**src/rtl/fp_mul_pipe_if.sv**
```systemverilog
// Operand/product handshake bundle for fp_mul_pipe: valid/ready on both the
// operand side and the product side.
interface fp_mul_pipe_if #(
    parameter int W = 32
) ();
    logic         in_valid;
    logic         in_ready;
    logic [W-1:0] A_FP;
    logic [W-1:0] B_FP;
    logic         out_valid;
    logic         out_ready;
    logic [W-1:0] P_FP;

    modport master (
        output in_valid, A_FP, B_FP, out_ready,
        input  in_ready, out_valid, P_FP
    );

    modport slave (
        input  in_valid, A_FP, B_FP, out_ready,
        output in_ready, out_valid, P_FP
    );
endinterface

```
**src/rtl/fp_mul_pipe.sv**
```systemverilog
// Three-stage floating-point multiplier (unpack, multiply, normalise/pack).
// No denormals or NaN; rounding truncates; the whole pipe freezes on output backpressure.
module fp_mul_pipe #(
    parameter int EXPONENT_WIDTH = 8,
    parameter int MANTISSA_WIDTH = 23
) (
    input  logic         clk,
    input  logic         rst_n,
    fp_mul_pipe_if.slave bus
);
    localparam int E   = EXPONENT_WIDTH;
    localparam int M   = MANTISSA_WIDTH;
    localparam int W   = 1 + E + M;
    localparam int ESW = E + 2;
    localparam int PW  = 2 * M + 2;
    localparam logic signed [ESW-1:0] BIAS    = ESW'((1 << (E - 1)) - 1);
    localparam logic signed [ESW-1:0] EXP_MAX = ESW'((1 << E) - 1);
    localparam logic signed [ESW-1:0] ONE     = ESW'(1);

    logic                  stall;
    logic                  v1_q, v1_d, v2_q, v2_d, v3_q, v3_d;
    logic                  s1_q, s1_d, s2_q, s2_d;
    logic                  z1_q, z1_d, z2_q, z2_d;
    logic signed [ESW-1:0] es1_q, es1_d, es2_q, es2_d;
    logic [M:0]            siga_q, siga_d, sigb_q, sigb_d;
    logic [PW-1:0]         prod_q, prod_d;
    logic [W-1:0]          p3_q, p3_d;

    logic [E-1:0]          exp_a, exp_b;
    logic signed [ESW-1:0] e_norm;
    logic [M-1:0]          frac;
    logic                  unused_prod;

    assign exp_a = bus.A_FP[W-2 -: E];
    assign exp_b = bus.B_FP[W-2 -: E];

    assign stall         = v3_q & ~bus.out_ready;
    assign bus.in_ready  = ~stall;
    assign bus.out_valid = v3_q;
    assign bus.P_FP      = p3_q;

    // Bits below the kept fraction are simply dropped (truncation).
    assign unused_prod = &{1'b0, prod_q[M-1:0]};

    always_comb begin
        e_norm = prod_q[PW-1] ? (es2_q + ONE) : es2_q;
        frac   = prod_q[PW-1] ? prod_q[PW-2 -: M] : prod_q[PW-3 -: M];
    end

    always_comb begin
        v1_d   = v1_q;   v2_d   = v2_q;   v3_d = v3_q;
        s1_d   = s1_q;   s2_d   = s2_q;
        z1_d   = z1_q;   z2_d   = z2_q;
        es1_d  = es1_q;  es2_d  = es2_q;
        siga_d = siga_q; sigb_d = sigb_q;
        prod_d = prod_q;
        p3_d   = p3_q;
        if (!stall) begin
            // S1: unpack
            v1_d   = bus.in_valid;
            s1_d   = bus.A_FP[W-1] ^ bus.B_FP[W-1];
            z1_d   = (exp_a == '0) | (exp_b == '0);
            es1_d  = $signed({2'b00, exp_a}) + $signed({2'b00, exp_b}) - BIAS;
            siga_d = {1'b1, bus.A_FP[M-1:0]};
            sigb_d = {1'b1, bus.B_FP[M-1:0]};
            // S2: multiply
            v2_d   = v1_q;
            s2_d   = s1_q;
            z2_d   = z1_q;
            es2_d  = es1_q;
            prod_d = PW'(siga_q) * PW'(sigb_q);
            // S3: normalise, flush/saturate, pack
            v3_d   = v2_q;
            if (z2_q || e_norm[ESW-1] || (e_norm == '0)) begin
                p3_d = '0;
            end else if (e_norm >= EXP_MAX) begin
                p3_d = {s2_q, EXP_MAX[E-1:0], {M{1'b0}}};
            end else begin
                p3_d = {s2_q, e_norm[E-1:0], frac};
            end
        end
    end

    always_ff @(posedge clk or negedge rst_n) begin
        if (!rst_n) begin
            v1_q   <= 1'b0; v2_q   <= 1'b0; v3_q <= 1'b0;
            s1_q   <= 1'b0; s2_q   <= 1'b0;
            z1_q   <= 1'b0; z2_q   <= 1'b0;
            es1_q  <= '0;   es2_q  <= '0;
            siga_q <= '0;   sigb_q <= '0;
            prod_q <= '0;
            p3_q   <= '0;
        end else begin
            v1_q   <= v1_d;   v2_q   <= v2_d;   v3_q <= v3_d;
            s1_q   <= s1_d;   s2_q   <= s2_d;
            z1_q   <= z1_d;   z2_q   <= z2_d;
            es1_q  <= es1_d;  es2_q  <= es2_d;
            siga_q <= siga_d; sigb_q <= sigb_d;
            prod_q <= prod_d;
            p3_q   <= p3_d;
        end
    end
endmodule

```
**src/flat_wrapper.sv**
```systemverilog
// flat-port wrapper written by rule: the top's interface ports become plain ports
module fp_mul_pipe_flat 
#(
    parameter int EXPONENT_WIDTH = 8,
    parameter int MANTISSA_WIDTH = 23
)
  (clk, rst_n, bus_in_valid, bus_A_FP, bus_B_FP, bus_out_ready, bus_in_ready, bus_out_valid, bus_P_FP);
  fp_mul_pipe_if #(.W(32)) bus_i ();
  input  logic clk;
  input  logic rst_n;
  input wire logic [$bits(bus_i.in_valid)-1:0] bus_in_valid;
  input wire logic [$bits(bus_i.A_FP)-1:0] bus_A_FP;
  input wire logic [$bits(bus_i.B_FP)-1:0] bus_B_FP;
  input wire logic [$bits(bus_i.out_ready)-1:0] bus_out_ready;
  output wire logic [$bits(bus_i.in_ready)-1:0] bus_in_ready;
  output wire logic [$bits(bus_i.out_valid)-1:0] bus_out_valid;
  output wire logic [$bits(bus_i.P_FP)-1:0] bus_P_FP;
  assign bus_i.in_valid = bus_in_valid;
  assign bus_i.A_FP = bus_A_FP;
  assign bus_i.B_FP = bus_B_FP;
  assign bus_i.out_ready = bus_out_ready;
  assign bus_in_ready = bus_i.in_ready;
  assign bus_out_valid = bus_i.out_valid;
  assign bus_P_FP = bus_i.P_FP;
  fp_mul_pipe #(.EXPONENT_WIDTH(EXPONENT_WIDTH), .MANTISSA_WIDTH(MANTISSA_WIDTH)) u_core (.clk(clk), .rst_n(rst_n), .bus(bus_i));
endmodule
```
**config.mk**
```make
export PLATFORM = sky130hd
export DESIGN_NAME = fp_mul_pipe_flat
export DESIGN_NICKNAME = d
export VERILOG_FILES = /design/src/rtl/fp_mul_pipe_if.sv /design/src/rtl/fp_mul_pipe.sv /design/src/flat_wrapper.sv
export SDC_FILE = /design/constraint.sdc
export NUM_CORES = 2
export LEC_CHECK = 0
export ABC_AREA = 0
export ABC_CLOCK_PERIOD_IN_PS = 9150
export BUFFER_PORTS_ARGS = -buffer_cell sky130_fd_sc_hd__buf_2
export CAP_MARGIN = 20
export CORE_UTILIZATION = 60
export CTS_BUF_LIST = sky130_fd_sc_hd__clkbuf_2
export DETAILED_ROUTE_END_ITERATION = 7
export PLACE_DENSITY = 0.87
export SYNTH_ARGS = -nofsm -noshare
export SYNTH_HDL_FRONTEND = slang
export SYNTH_SLANG_ARGS = --single-unit
```
**constraint.sdc**
```tcl
create_clock -name clk -period 9.15 [get_ports clk]
set_input_delay 0.4575 -clock clk [delete_from_list [all_inputs] [get_ports clk]]
set_output_delay 0.4575 -clock clk [all_outputs]
set_load 0.05 [all_outputs]
```
==> implementation parameters <==
Parameter                              Value

Synth
  Post-Syn Instances    2735
  Average instance area after synthesis    8.93 µm²
  Number of different library cells in the post-synthesis netlist    61
  Cell area after synthesis    24400 µm²
  Register area share after synthesis    13.4%
  Post-synth net total    3465
  Synth Flop Type    sky130_fd_sc_hd__dfrtp_1
  Register bit count reported by yosys    131
  Number of synthesized flops with an enable pin    0
  Ys async rst share    100%
  Count of warnings emitted by yosys    0

Job
  Number of max-capacitance violations reported    0

Global routing
  Global route overflow    0
  Number of antenna violations at the first check in global routing    1
  First-pass GRT wire length    106000 µm
  GR Util All Layers    32.8%
  Vias in the first global route    20700
  Pin count of the biggest net entering global routing    75

Routing
  Routed wire length    63700 µm
  Number of DRC markers after the initial detailed-route iteration    1731
  Number of vias after detailed routing    19200
  Vias per std cell    5.76
  Antenna Violating Nets Remaining    0
  DRC violation count after routing    0
  Top routing layer in use    met4
  Sum of met2 wire segment lengths after detailed routing    30200 µm
  Met3 Routed Length    6450 µm
  Detailed-route wire length on metal 1    24200 µm
  TritonRoute pass-1 iters    6
  Drt wl/cell    19.1 µm

Floorplanning
  I/O Pins    102
  Core area    39900 µm²
  Die height    204 µm
  Starting Density    61.2%
  Die Area    41500 µm²
  Number of rows created at floorplan    73
  Die X    204 µm

Timing
  Clk_skew    0.101 ns
  Post-route setup slack    1.35 ns
  Maximum clock frequency    0.128 GHz
  Final setup violation count    0
  Setup repair after global routing missed its margin    no
  Crit share post-route    85.2%
  Remaining max-slew budget at the tightest pin    20.6%
  Final worst path period need    7.80 ns
  Final Hold Viols    0
  Final-report max-slew violation count    0
  Total negative slack for setup checks    0 ns
  Measured slew at the worst slew-check pin    1.19 ns

CTS
  Max H-tree Level    4
  Clock tree from TritonCTS    done
  CTS buffer count    17
  Worst-Skew Late Latency    0.82 ns
  Post-CTS clock slew at the launch and capture registers of the worst setup and hold paths    0.27 ns
  Clock sinks    131
  Worst-case clock buffer depth    2
  Resized cells post-CTS    0
  Hold_buf cts    54
  Clock root cell    sky130_fd_sc_hd__clkbuf_2
  Count of buffers added by post-CTS timing repair for setup    0

Placed design
  Cell Count Post-Placement    3246
  Sum of net half-perimeters after detailed placement    49000 µm
  Place WS    1.61 ns
  Input/output buffers    101
  RePlAce Congestion    0.947

Final layout
  Final net count    3526
  Layout-stage area growth over the synthesis result    6.52%
  Post-Route Utilization    65.2%
  Final standard cell count with taps included and fillers excluded    3335
  # fillers    2978
  Layout cell share with drive strength beyond 1    6.62%

Setup path
  Buffers plus inverters on the worst setup path    5
  Type of the worst setup path    reg -> reg
  Biggest cell delay along the critical path    1.12 ns
  Highest-delay cell along the critical path    sky130_fd_sc_hd__dfrtp_1
  Data arrival, critical path    8.46 ns
  Crit path cell chain    nand2_1 -> fa_1 -> inv_1 -> fa_1 -> inv_1 -> fa_1 -> fa_1 -> inv_1 -> fa_1 -> fa_1 -> inv_1 -> fa_1 -> inv_1 -> ha_1 -> a21oi_1 -> o21ai_0 -> o21ai_0 -> a21oi_1 -> o31ai_1 -> a21oi_1 -> a31oi_1 -> xnor2_1 -> o21ai_0
  CP max FO    25
  CP Capture Type    flip-flop
  Most frequent CP cell    sky130_fd_sc_hd__fa_1
  Largest delay contributor family on the critical path    adder cells
  Req. time, crit path    9.81 ns
  Sort of element at the start of the critical path    flip-flop

Outcome
  Run status    finished clean

Min path
  Class of the most critical hold timing path    in -> reg
==> through the flow <==
step                      area (µm²)  hold WS (ns)
after global routing           26000        0.0195
after CTS                      26000        0.0170
after floorplan                24400         0.162
after detailed placement       25200         0.463
after global placement         25200         0.444
final                          26000        0.0469
==> path summary, 6_finish.rpt <==
path	startpoint	end	slack, ns	cells after the start
hold / removal	bus_B_FP[23]	u_core.es1_q[0]	0.05	3
hold reg to reg	u_core.es1_q[5]	u_core.es2_q[5]	0.47	2
setup / recovery	u_core.sigb_q[3]	u_core.prod_q[47]	1.35	23
max in group asynchronous	rst_n	u_core.es1_q[5]	7.60	3
setup reg to reg	u_core.sigb_q[3]	u_core.prod_q[47]	1.35	23
min in group asynchronous	rst_n	u_core.siga_q[19]	0.19	2
==> worst min-delay path: stages <==
cell,delay [ns]
sky130_fd_sc_hd__buf_2,0.09
sky130_fd_sc_hd__ha_1,0.19
sky130_fd_sc_hd__a21oi_1,0.08
==> flip-flops by register name, summed over array words and instances (netlist names) <==
| signal | cells |
|---|---|
| u_core.v1_q | 1 |
| u_core.sigb_q | 24 |
| u_core.siga_q | 23 |
| u_core.s2_q | 1 |
| u_core.es2_q | 10 |
| u_core.bus.out_valid | 1 |
| u_core.es1_q | 10 |
| u_core.s1_q | 1 |
| u_core.z2_q | 1 |
| u_core.bus.P_FP | 32 |
| u_core.prod_q | 25 |
| u_core.v2_q | 1 |
| u_core.z1_q | 1 |
==> metal layers <==
metal	up-vias	track usage, %
met3	253	6.38
met2	1126	52.9
met5	-	0
li1	8257	-
met4	0	14.0
met1	9578	43.4
==> cell type report <==
| cell class | count | area (µm²) | area share [%] |
|---|---|---|---|
| diodes | 1 | 2.50 | 0.00961 |
| clock buffers | 17 | 85.1 | 0.327 |
| well taps | 525 | 657 | 2.52 |
| clock inverters | 15 | 141 | 0.543 |
| flip-flops and latches | 131 | 3280 | 12.6 |
| repair buffers | 173 | 1230 | 4.72 |
| multi-input cells | 1910 | 18500 | 71.2 |
| inverters | 563 | 2110 | 8.12 |
==> cells in the mapped netlist, types with 2 or more instances <==
cell	number	area (µm²)
sky130_fd_sc_hd__nand3_1	14	70.1
sky130_fd_sc_hd__nand2b_1	3	18.8
sky130_fd_sc_hd__and2_1	292	1830
sky130_fd_sc_hd__xnor2_1	29	254
sky130_fd_sc_hd__nor2b_1	8	50.1
sky130_fd_sc_hd__buf_12	2	40.0
sky130_fd_sc_hd__o21ai_0	45	225
sky130_fd_sc_hd__nor3_1	10	50.1
sky130_fd_sc_hd__xor2_1	22	193
sky130_fd_sc_hd__o31ai_1	6	45.0
sky130_fd_sc_hd__clkbuf_1	126	473
sky130_fd_sc_hd__nor3b_1	4	30.0
sky130_fd_sc_hd__nand4_1	9	56.3
sky130_fd_sc_hd__mux2i_1	24	240
sky130_fd_sc_hd__nor2_1	44	165
sky130_fd_sc_hd__and3_1	4	25.0
sky130_fd_sc_hd__a21o_1	28	210
sky130_fd_sc_hd__nor4_1	5	31.3
sky130_fd_sc_hd__a211o_1	3	26.3
sky130_fd_sc_hd__nand2_1	547	2050
sky130_fd_sc_hd__o22ai_1	3	18.8
sky130_fd_sc_hd__a31oi_1	7	43.8
sky130_fd_sc_hd__o21bai_1	7	52.6
sky130_fd_sc_hd__a21oi_1	72	360
sky130_fd_sc_hd__buf_1	2	7.51
sky130_fd_sc_hd__o211ai_1	4	30.0
sky130_fd_sc_hd__o21a_1	3	22.5
sky130_fd_sc_hd__a221oi_1	4	35.0
sky130_fd_sc_hd__o31a_1	2	17.5
sky130_fd_sc_hd__ha_1	180	2250
sky130_fd_sc_hd__dfrtp_1	131	3280
sky130_fd_sc_hd__fa_1	482	9650
sky130_fd_sc_hd__o21ai_1	3	15.0
sky130_fd_sc_hd__inv_1	562	2110
sky130_fd_sc_hd__and3_4	2	22.5
sky130_fd_sc_hd__o21ai_2	20	175
sky130_fd_sc_hd__a311oi_2	2	30.0
==> layout by cell type (no fill, tap or decap), types with 9 or more instances in the layout <==
cell type	instances
sky130_fd_sc_hd__a21oi_1	72
sky130_fd_sc_hd__ha_1	180
sky130_fd_sc_hd__a21o_1	28
sky130_fd_sc_hd__o21ai_2	20
sky130_fd_sc_hd__xnor2_1	29
sky130_fd_sc_hd__nand2_1	547
sky130_fd_sc_hd__mux2i_1	24
sky130_fd_sc_hd__dfrtp_1	131
sky130_fd_sc_hd__buf_2	100
sky130_fd_sc_hd__dlygate4sd3_1	54
sky130_fd_sc_hd__fa_1	482
sky130_fd_sc_hd__nor3_1	10
sky130_fd_sc_hd__nor2_1	44
sky130_fd_sc_hd__buf_4	16
sky130_fd_sc_hd__xor2_1	22
sky130_fd_sc_hd__and2_1	292
sky130_fd_sc_hd__clkbuf_2	17
sky130_fd_sc_hd__o21ai_0	45
sky130_fd_sc_hd__nand3_1	14
sky130_fd_sc_hd__nand4_1	9
sky130_fd_sc_hd__inv_1	562
==> cell families (layout without fill, tap and decap cells) <==
kind of cell / Yosys count / in the layout / share of synthesized area [%]
compound gates: 221 / 221 / 5.88
flops: 131 / 131 / 13.4
other cells: 0 / 1 / 0
mux: 25 / 25 / 1.03
buf+inv: 694 / 768 / 10.8
xor+xnor: 51 / 51 / 1.83
simple gates: 951 / 951 / 18.3
fa+ha+maj: 662 / 662 / 48.7
Power is not shown: default switching activity piles up to over one toggle a cycle in this logic, so the estimate is an artifact.
